**src/rtl/nes_mmc1_mapper.sv**
```systemverilog
// MMC1 (iNES mapper 1): serial 5-bit register port, switchable PRG/CHR banking, software mirroring.
// Optional MMC1_WRAM_EN: drive o_sram_wp from the PRG register WRAM-disable bit.
module nes_mmc1_mapper #(
    parameter int unsigned PRG_BANK_W = 4,
    parameter int unsigned CHR_BANK_W = 5,
    parameter int unsigned FL_AW      = 23
) (
    input  logic                           i_clk,
    input  logic                           i_rstn,
    input  logic [15:0]                    i_bus_addr,
    input  logic [7:0]                     i_bus_wdata,
    input  logic                           i_bus_r_wn,
    output logic [7:0]                     o_mmc_rdata,
    input  logic [FL_AW-14-PRG_BANK_W-1:0] i_game_base,
    output logic [FL_AW-1:0]               o_fl_addr,
    input  logic [7:0]                     i_fl_rdata,
    input  logic                           i_ppu_addr12,
    output logic [CHR_BANK_W-1:0]          o_chr_bank,
    output logic                           o_sram_wp,
    output logic [2:0]                     o_mirror_mode,
    output logic                           o_irq_n
);

    localparam logic [4:0] CTRL_RST   = 5'h0C;
    localparam logic [4:0] SHIFT_MARK = 5'b10000;
    localparam logic [2:0] CNT_LOAD   = 3'd5;

    logic                  r_wr_d;
    logic [4:0]            r_shift;
    logic [2:0]            r_count;
    logic [1:0]            r_sel;
    logic [4:0]            r_ctrl;
    logic [CHR_BANK_W-1:0] r_chr0;
    logic [CHR_BANK_W-1:0] r_chr1;
    logic [PRG_BANK_W-1:0] r_prg;
    logic                  r_prg_wd;
    logic [2:0]            r_mirror;

    logic                  w_wr_req;
    logic                  w_accept;
    logic [4:0]            w_shift_nxt;
    logic [2:0]            w_count_nxt;
    logic [1:0]            w_sel_nxt;
    logic [4:0]            w_ctrl_nxt;
    logic [CHR_BANK_W-1:0] w_chr0_nxt;
    logic [CHR_BANK_W-1:0] w_chr1_nxt;
    logic [PRG_BANK_W-1:0] w_prg_nxt;
    logic                  w_prg_wd_nxt;
    logic [2:0]            w_mirror_nxt;
    logic [PRG_BANK_W-1:0] w_prg_bank;

    // Only the first clock of a (possibly multi-clock) CPU write is accepted.
    assign w_wr_req = ~i_bus_r_wn & i_bus_addr[15];
    assign w_accept = w_wr_req & ~r_wr_d;

    // Serial port: a reset-bit write beats a pending 5th-bit load.
    always_comb begin
        w_shift_nxt  = r_shift;
        w_count_nxt  = r_count;
        w_sel_nxt    = r_sel;
        w_ctrl_nxt   = r_ctrl;
        w_chr0_nxt   = r_chr0;
        w_chr1_nxt   = r_chr1;
        w_prg_nxt    = r_prg;
        w_prg_wd_nxt = r_prg_wd;
        if (w_accept && i_bus_wdata[7]) begin
            w_shift_nxt = SHIFT_MARK;
            w_count_nxt = 3'd0;
            w_ctrl_nxt  = r_ctrl | CTRL_RST;
        end else if (r_count == CNT_LOAD) begin
            case (r_sel)
                2'd0: w_ctrl_nxt = r_shift;
                2'd1: w_chr0_nxt = CHR_BANK_W'(r_shift);
                2'd2: w_chr1_nxt = CHR_BANK_W'(r_shift);
                2'd3: begin
                    w_prg_nxt    = PRG_BANK_W'(r_shift);
                    w_prg_wd_nxt = r_shift[4];
                end
            endcase
            w_shift_nxt = 5'd0;
            w_count_nxt = 3'd0;
        end else if (w_accept) begin
            w_shift_nxt = {i_bus_wdata[0], r_shift[4:1]};
            w_count_nxt = r_count + 3'd1;
            if (r_count == 3'd4) begin
                w_sel_nxt = i_bus_addr[14:13];
            end
        end
    end

    always_comb begin
        w_mirror_nxt = 3'd2;
        case (w_ctrl_nxt[1:0])
            2'd0: w_mirror_nxt = 3'd2;
            2'd1: w_mirror_nxt = 3'd3;
            2'd2: w_mirror_nxt = 3'd1;
            2'd3: w_mirror_nxt = 3'd0;
        endcase
    end

    always_ff @(posedge i_clk or negedge i_rstn) begin
        if (!i_rstn) begin
            r_wr_d   <= 1'b0;
            r_shift  <= 5'd0;
            r_count  <= 3'd0;
            r_sel    <= 2'd0;
            r_ctrl   <= CTRL_RST;
            r_chr0   <= '0;
            r_chr1   <= '0;
            r_prg    <= '0;
            r_prg_wd <= 1'b0;
            r_mirror <= 3'd2;
        end else begin
            r_wr_d   <= w_wr_req;
            r_shift  <= w_shift_nxt;
            r_count  <= w_count_nxt;
            r_sel    <= w_sel_nxt;
            r_ctrl   <= w_ctrl_nxt;
            r_chr0   <= w_chr0_nxt;
            r_chr1   <= w_chr1_nxt;
            r_prg    <= w_prg_nxt;
            r_prg_wd <= w_prg_wd_nxt;
            r_mirror <= w_mirror_nxt;
        end
    end

    // PRG banking: 32K, fixed-low, or fixed-high (last bank) modes.
    always_comb begin
        w_prg_bank = {r_prg[PRG_BANK_W-1:1], i_bus_addr[14]};
        case (r_ctrl[3:2])
            2'd2:    w_prg_bank = i_bus_addr[14] ? r_prg : '0;
            2'd3:    w_prg_bank = i_bus_addr[14] ? '1 : r_prg;
            default: w_prg_bank = {r_prg[PRG_BANK_W-1:1], i_bus_addr[14]};
        endcase
    end

    assign o_fl_addr     = i_bus_addr[15] ? {i_game_base, w_prg_bank, i_bus_addr[13:0]} : '0;
    assign o_mmc_rdata   = i_bus_addr[15] ? i_fl_rdata : 8'd0;
    assign o_chr_bank    = r_ctrl[4] ? (i_ppu_addr12 ? r_chr1 : r_chr0)
                                     : {r_chr0[CHR_BANK_W-1:1], i_ppu_addr12};
    assign o_mirror_mode = r_mirror;
    assign o_irq_n       = 1'b1;

`ifdef MMC1_WRAM_EN
    logic r_sram_wp;

    always_ff @(posedge i_clk or negedge i_rstn) begin
        if (!i_rstn) begin
            r_sram_wp <= 1'b0;
        end else begin
            r_sram_wp <= w_prg_wd_nxt;
        end
    end

    assign o_sram_wp = r_sram_wp;

    logic w_unused_wdata;
    assign w_unused_wdata = &{1'b0, i_bus_wdata[6:1]};
`else
    assign o_sram_wp = 1'b0;

    logic w_unused_wdata;
    assign w_unused_wdata = &{1'b0, i_bus_wdata[6:1], r_prg_wd};
`endif

endmodule

```
**config.mk**
```make
export PLATFORM = sky130hd
export DESIGN_NAME = nes_mmc1_mapper
export DESIGN_NICKNAME = d
export VERILOG_FILES = /design/src/rtl/nes_mmc1_mapper.sv
export SDC_FILE = /design/constraint.sdc
export NUM_CORES = 1
export LEC_CHECK = 0
export CORE_MARGIN = 1.5
export CORE_UTILIZATION = 41
export DETAILED_ROUTE_END_ITERATION = 12
export PLACE_DENSITY_LB_ADDON = 0.15
export SLEW_MARGIN = 20
export SYNTH_ARGS = -nofsm -noshare
export SYNTH_HDL_FRONTEND = slang
export SYNTH_SLANG_ARGS = --single-unit
export TNS_END_PERCENT = 10
```
**constraint.sdc**
```tcl
create_clock -name i_clk -period 2.3 [get_ports i_clk]
set_clock_uncertainty 0.1 [all_clocks]
set_input_delay 0.46 -clock i_clk [delete_from_list [all_inputs] [get_ports i_clk]]
set_output_delay 0.46 -clock i_clk [all_outputs]
set_load 0.005 [all_outputs]
```
* After elaboration in Yosys (flattened, before gate mapping)
Cells that the tools add are included.
** Word-level totals
- Register bits :: 33
- Latch bits :: 0
- RAM bits :: 0
- Bits in read-only memories :: 0
- Input bits :: 41
- Output and inout bits :: 41
- Word-level logic and storage cells :: 57
- Memories :: 0
** Operators by class
- $add $sub $neg :: 1
- $mul :: 0
- Divide/modulo/power cells :: 0
- $lt $le $gt $ge :: 0
- Equality and inequality tests :: 10
- Shift operators :: 0
- Mux-type cells :: 17
- Bitwise logic cells :: 6
- Reduce and logical (&&, ||, !) cells :: 12
** Operators by type and width (number)
- $mux 5 :: 5
- $mux 23 :: 1
- $mux 4 :: 5
- $eq 2x2->1 const B :: 6
- $pmux 3 s4 :: 1
- $reduce_and 3->1 :: 4
- $mux 3 :: 3
- $mux 8 :: 1
- $pmux 4 s2 :: 1
- $eq 3x3->1 const B :: 2
- $eq 2x1->1 const B :: 2
- $logic_not 2->1 :: 2
- $not 1->1 :: 4
- $reduce_and 4->1 :: 1
- $reduce_bool 2->1 :: 2
- $add 3x1->3 const B :: 1
- $reduce_bool 3->1 :: 1
- $and 1x1->1 :: 2
- $reduce_and 2->1 :: 1
- $logic_and 1x1->1 :: 1

* Depth between registers and ports, before layout
- Depth after elaboration :: 7
- Gate-level depth with buffers :: 5
- Gate-level depth less buffers :: 3

* Worst setup path after synthesis
Ideal clock, no wire load.
- Path type :: input to register
- From :: input port i_bus_r_wn
- To :: register r_sel[0]
- Library setup time :: 0.125 ns
- Arrival time :: 1.669 ns
- Required time :: 2.075 ns
- Setup slack :: 0.406 ns
- Stages :: 3
- Path buffers :: 0
- Path through :: or3b_1 -> or4_4 -> mux2_4
** Between the ends
- Cells in the longest elaborated chain, start to end :: 6
** RTL lines
- start: declaration :: line 12 : input logic i_bus_r_wn,
- $not 1->1 (*) :: line 53 : assign w_wr_req = ~i_bus_r_wn & i_bus_addr[15];
- $and 1x1->1 (*) :: line 53
- $and 1x1->1 (*) :: line 54 : assign w_accept = w_wr_req & ~r_wr_d;
- $logic_and 1x1->1 :: line 66 : if (w_accept && i_bus_wdata[7]) begin
- $not 1->1 (no line)
- $reduce_and 4->1 (no line) (*)
- end signal: assignment :: line 117 : r_sel <= w_sel_nxt;
- end: declaration :: line 31 : logic [1:0] r_sel;
Every way passes the cells marked *; elsewhere a longest branch is shown, timed or not.
A chain may end at the register's enable or synchronous reset.

* Worst setup path after layout
- From :: input port i_ppu_addr12
- To :: output port o_chr_bank[3]
** Between the ends
- Cells in the longest elaborated chain, start to end :: 2
** RTL lines
- start: declaration :: line 17 : input logic i_ppu_addr12,
- $mux 5 (2 in series) :: line 139 : assign o_chr_bank = r_ctrl[4] ? (i_ppu_addr12 ? r_chr1 : r_chr0)
- end: declaration :: line 18 : output logic [CHR_BANK_W-1:0] o_chr_bank,
No other way between the ends.

==> out/metrics.csv <==
stage;metric;value;unit
status;outcome;finished, final reports clean;
power;worst vdd rail ir drop;215;µV
placement;PortBufs;72;
clock_network;H-tree levels;2;
timing;Achievable Freq;454;MHz
detailed_routing;vias post-DR;1501;
setup_path;Buf/Inv on CP;2;
min_path;type of the worst min-delay path;flip-flop to flip-flop;
min_path;worst hold start;r_ctrl[1];
setup_path;CP Cell Sequence;clkdlybuf4s50_1 -> nand2_2 -> mux2_2 -> dlygate4sd2_1;
power;Final Power;1.49;mW
detailed_routing;drt drc;0;
timing;Setup TNS Final;0;ns
final_layout;final core utilization;66.1;%
job;max_cap viols;0;
clock_network;CTS clk-pin slew, worst paths;0.06;ns
detailed_routing;antenna violation net count after detailed routing;0;
timing;count of final hold-check violations;0;
yosys;sequential area share after synthesis;46.1;%
clock_network;total CTS buffers;5;
detailed_routing;Via-to-Cell Ratio;5.04;
timing;setup violators final;0;
grt;global-route wire length before repair;6550;µm
timing;fin crit share;95.7;%
timing;fin crit period;2.20;ns
detailed_routing;initial drt markers;57;
final_layout;share of layout cells above drive strength 1;20.6;%
final_layout;Layout area overhead;53.8;%
yosys;Unique masters post-synth;35;
final_layout;most frequent cells in the layout;clkdlybuf4s50_1 (61), and2_1 (29), dfrtp_1 (29);
yosys;Yosys reg bits;32;
final_layout;commonest non-fill, non-tap cell in the layout;clkdlybuf4s50_1;
setup_path;Worst EP arrival;1.64;ns
yosys;yosys warns;0;
die;Die Area;0.00465;mm²
placement;routability cong.;0.706;
grt;vias in the first global route;1513;
setup_path;crit path launch type;input port;
setup_path;reg-to-reg setup timing slack;0.45;ns
die;core area;0.00406;mm²
detailed_routing;Initial DRT Pass Iterations;4;
grt;Total GRT Usage;19.4;%
yosys;syn_area_per_cell;10.6;µm²
die;I/O pin cnt;82;
timing;final slew viol count;0;
setup_path;CP peak stage delay;0.43;ns
yosys;Synth Instances;165;
power;P_leak;1.22;nW
clock_network;later-pin clock latency in the skew report;0.28;ns
die;die width;68.2;µm
final_layout;antenna cells;0;
detailed_routing;Post-Route WL;4130;µm
clock_network;Sink Count;32;
setup_path;Slowest-stage cell, CP;clkdlybuf4s50_1;
setup_path;Max FO, Critical Path;4;
setup_path;cell family with most CP delay;buffers and inverters;
final_layout;FILL cells;317;
yosys;EDFF count, synth;0;
yosys;synthesized area;0.00174;mm²
die;FP Rows;23;
yosys;Post-synth top flop;dfrtp_1;
placement;post-DP HPWL;3160;µm
clock_network;CTS Root Cell;clkbuf_8;
die;Die H;68.2;µm
clock_network;Clock Path Buffers;2;
grt;pin count of the biggest net entering global routing;33;
setup_path;crit end category;output pin;
timing;RSZ-0062 raised after global routing;false;
setup_path;critical path class;input port to output pin;
grt;Congestion Overflow GR;0;
grt;number of antenna violations at the first check in global routing;0;
power;power per cell area;555;mW/mm²
setup_path;Critical path origin;i_ppu_addr12;
detailed_routing;per-cell routed wire length;13.9;µm
clock_network;number of hold buffers added after cts;0;
clock_network;CTS tree;done;
setup_path;required time of the critical path;1.74;ns
final_layout;NumNets Final;288;
yosys;Async SR Flop Fraction;100;%
die;initial cell density of the core;43.0;%
setup_path;FF-to-FF Start;r_count[1];
path summary, 6_finish.rpt:
kind                            depth (start not counted)          endpoint
worst min register to register                          1  o_mirror_mode[1]
min in group asynchronous                               2  o_mirror_mode[0]
worst max-delay path                                    4     o_chr_bank[3]
worst max register to register                          4         r_chr0[3]
worst min-delay path                                    1  o_mirror_mode[1]
max in group asynchronous                               2         r_ctrl[2]
cell type report:
class / count / area, µm² / share of cell area (%)
multi-input cells: 122 / 887 / 33.1
repair buffers: 85 / 825 / 30.7
flip-flops and latches: 32 / 805 / 30.0
clock buffers: 8 / 100 / 3.73
well taps: 50 / 62.6 / 2.33
inverters: 1 / 3.75 / 0.140
sequential cells by signal, summed over array words and instances, names as in the netlist:
name           flops
o_mirror_mode      2
r_chr0             5
r_ctrl             5
r_count            3
r_shift            5
r_sel              2
r_prg              4
r_chr1             5
r_wr_d             1
per-stage QoR:
| stage | std cells | hold slack, ns | instance area [µm²] | setup slack [ns] |
|---|---|---|---|---|
| after CTS | 298 | 0.397 | 2680 | 0.00473 |
| after global placement | 290 | 0.340 | 2590 | -0.177 |
| final | 298 | 0.389 | 2680 | 0.0995 |
| after detailed placement | 290 | 0.389 | 2590 | -0.208 |
| after floorplan | 166 | 0.0644 | 1750 | 0.406 |
| after global routing | 298 | 0.412 | 2680 | 0.0674 |
layer usage:
| layer | GRT usage [%] | vias up | part of all wire, % |
|---|---|---|---|
| li1 | - | 734 | - |
| met2 | 34.1 | 67 | 50 |
| met5 | 0 | - | 0 |
| met1 | 20.9 | 693 | 40 |
| met3 | 6.09 | 7 | 7.6 |
| met4 | 9.50 | 0 | 1.8 |
what timing repair did:
action	in CTS	in global routing
setup endpoints to repair	35	2
buffers inserted	0	0
pin swaps	1	0
gates resized for setup	12	2
power by group:
group	switching [mW]	internal, mW
clock	0.197	0.273
combinational	0.111	0.207
sequential	0.0778	0.621
synth_stat cells (3+ instances only):
master | number | share of area [%]
clkbuf_1 | 5 | 1.1
and2_1 | 29 | 10
a21oi_1 | 8 | 2.3
dfrtp_1 | 29 | 42
nand2_1 | 12 | 2.6
a21boi_0 | 4 | 1.7
nand2b_1 | 4 | 1.4
buf_4 | 3 | 1.3
nand3b_1 | 6 | 2.6
mux2_2 | 21 | 14
dfstp_2 | 3 | 4.5
o21ai_0 | 8 | 2.3
nand3_1 | 3 | 0.86
cells by family after synthesis:
family | Yosys count | synth area share (%)
AO/OA/AOI/OAI | 24 | 8.04
XOR/XNOR | 2 | 1.00
buffers and inverters | 12 | 3.37
flip-flops | 32 | 46.1
multiplexers | 25 | 16.4
other | 2 | 0.431
AND/OR/NAND/NOR | 68 | 24.6
No activity file was read; power rests on OpenSTA's default activity.
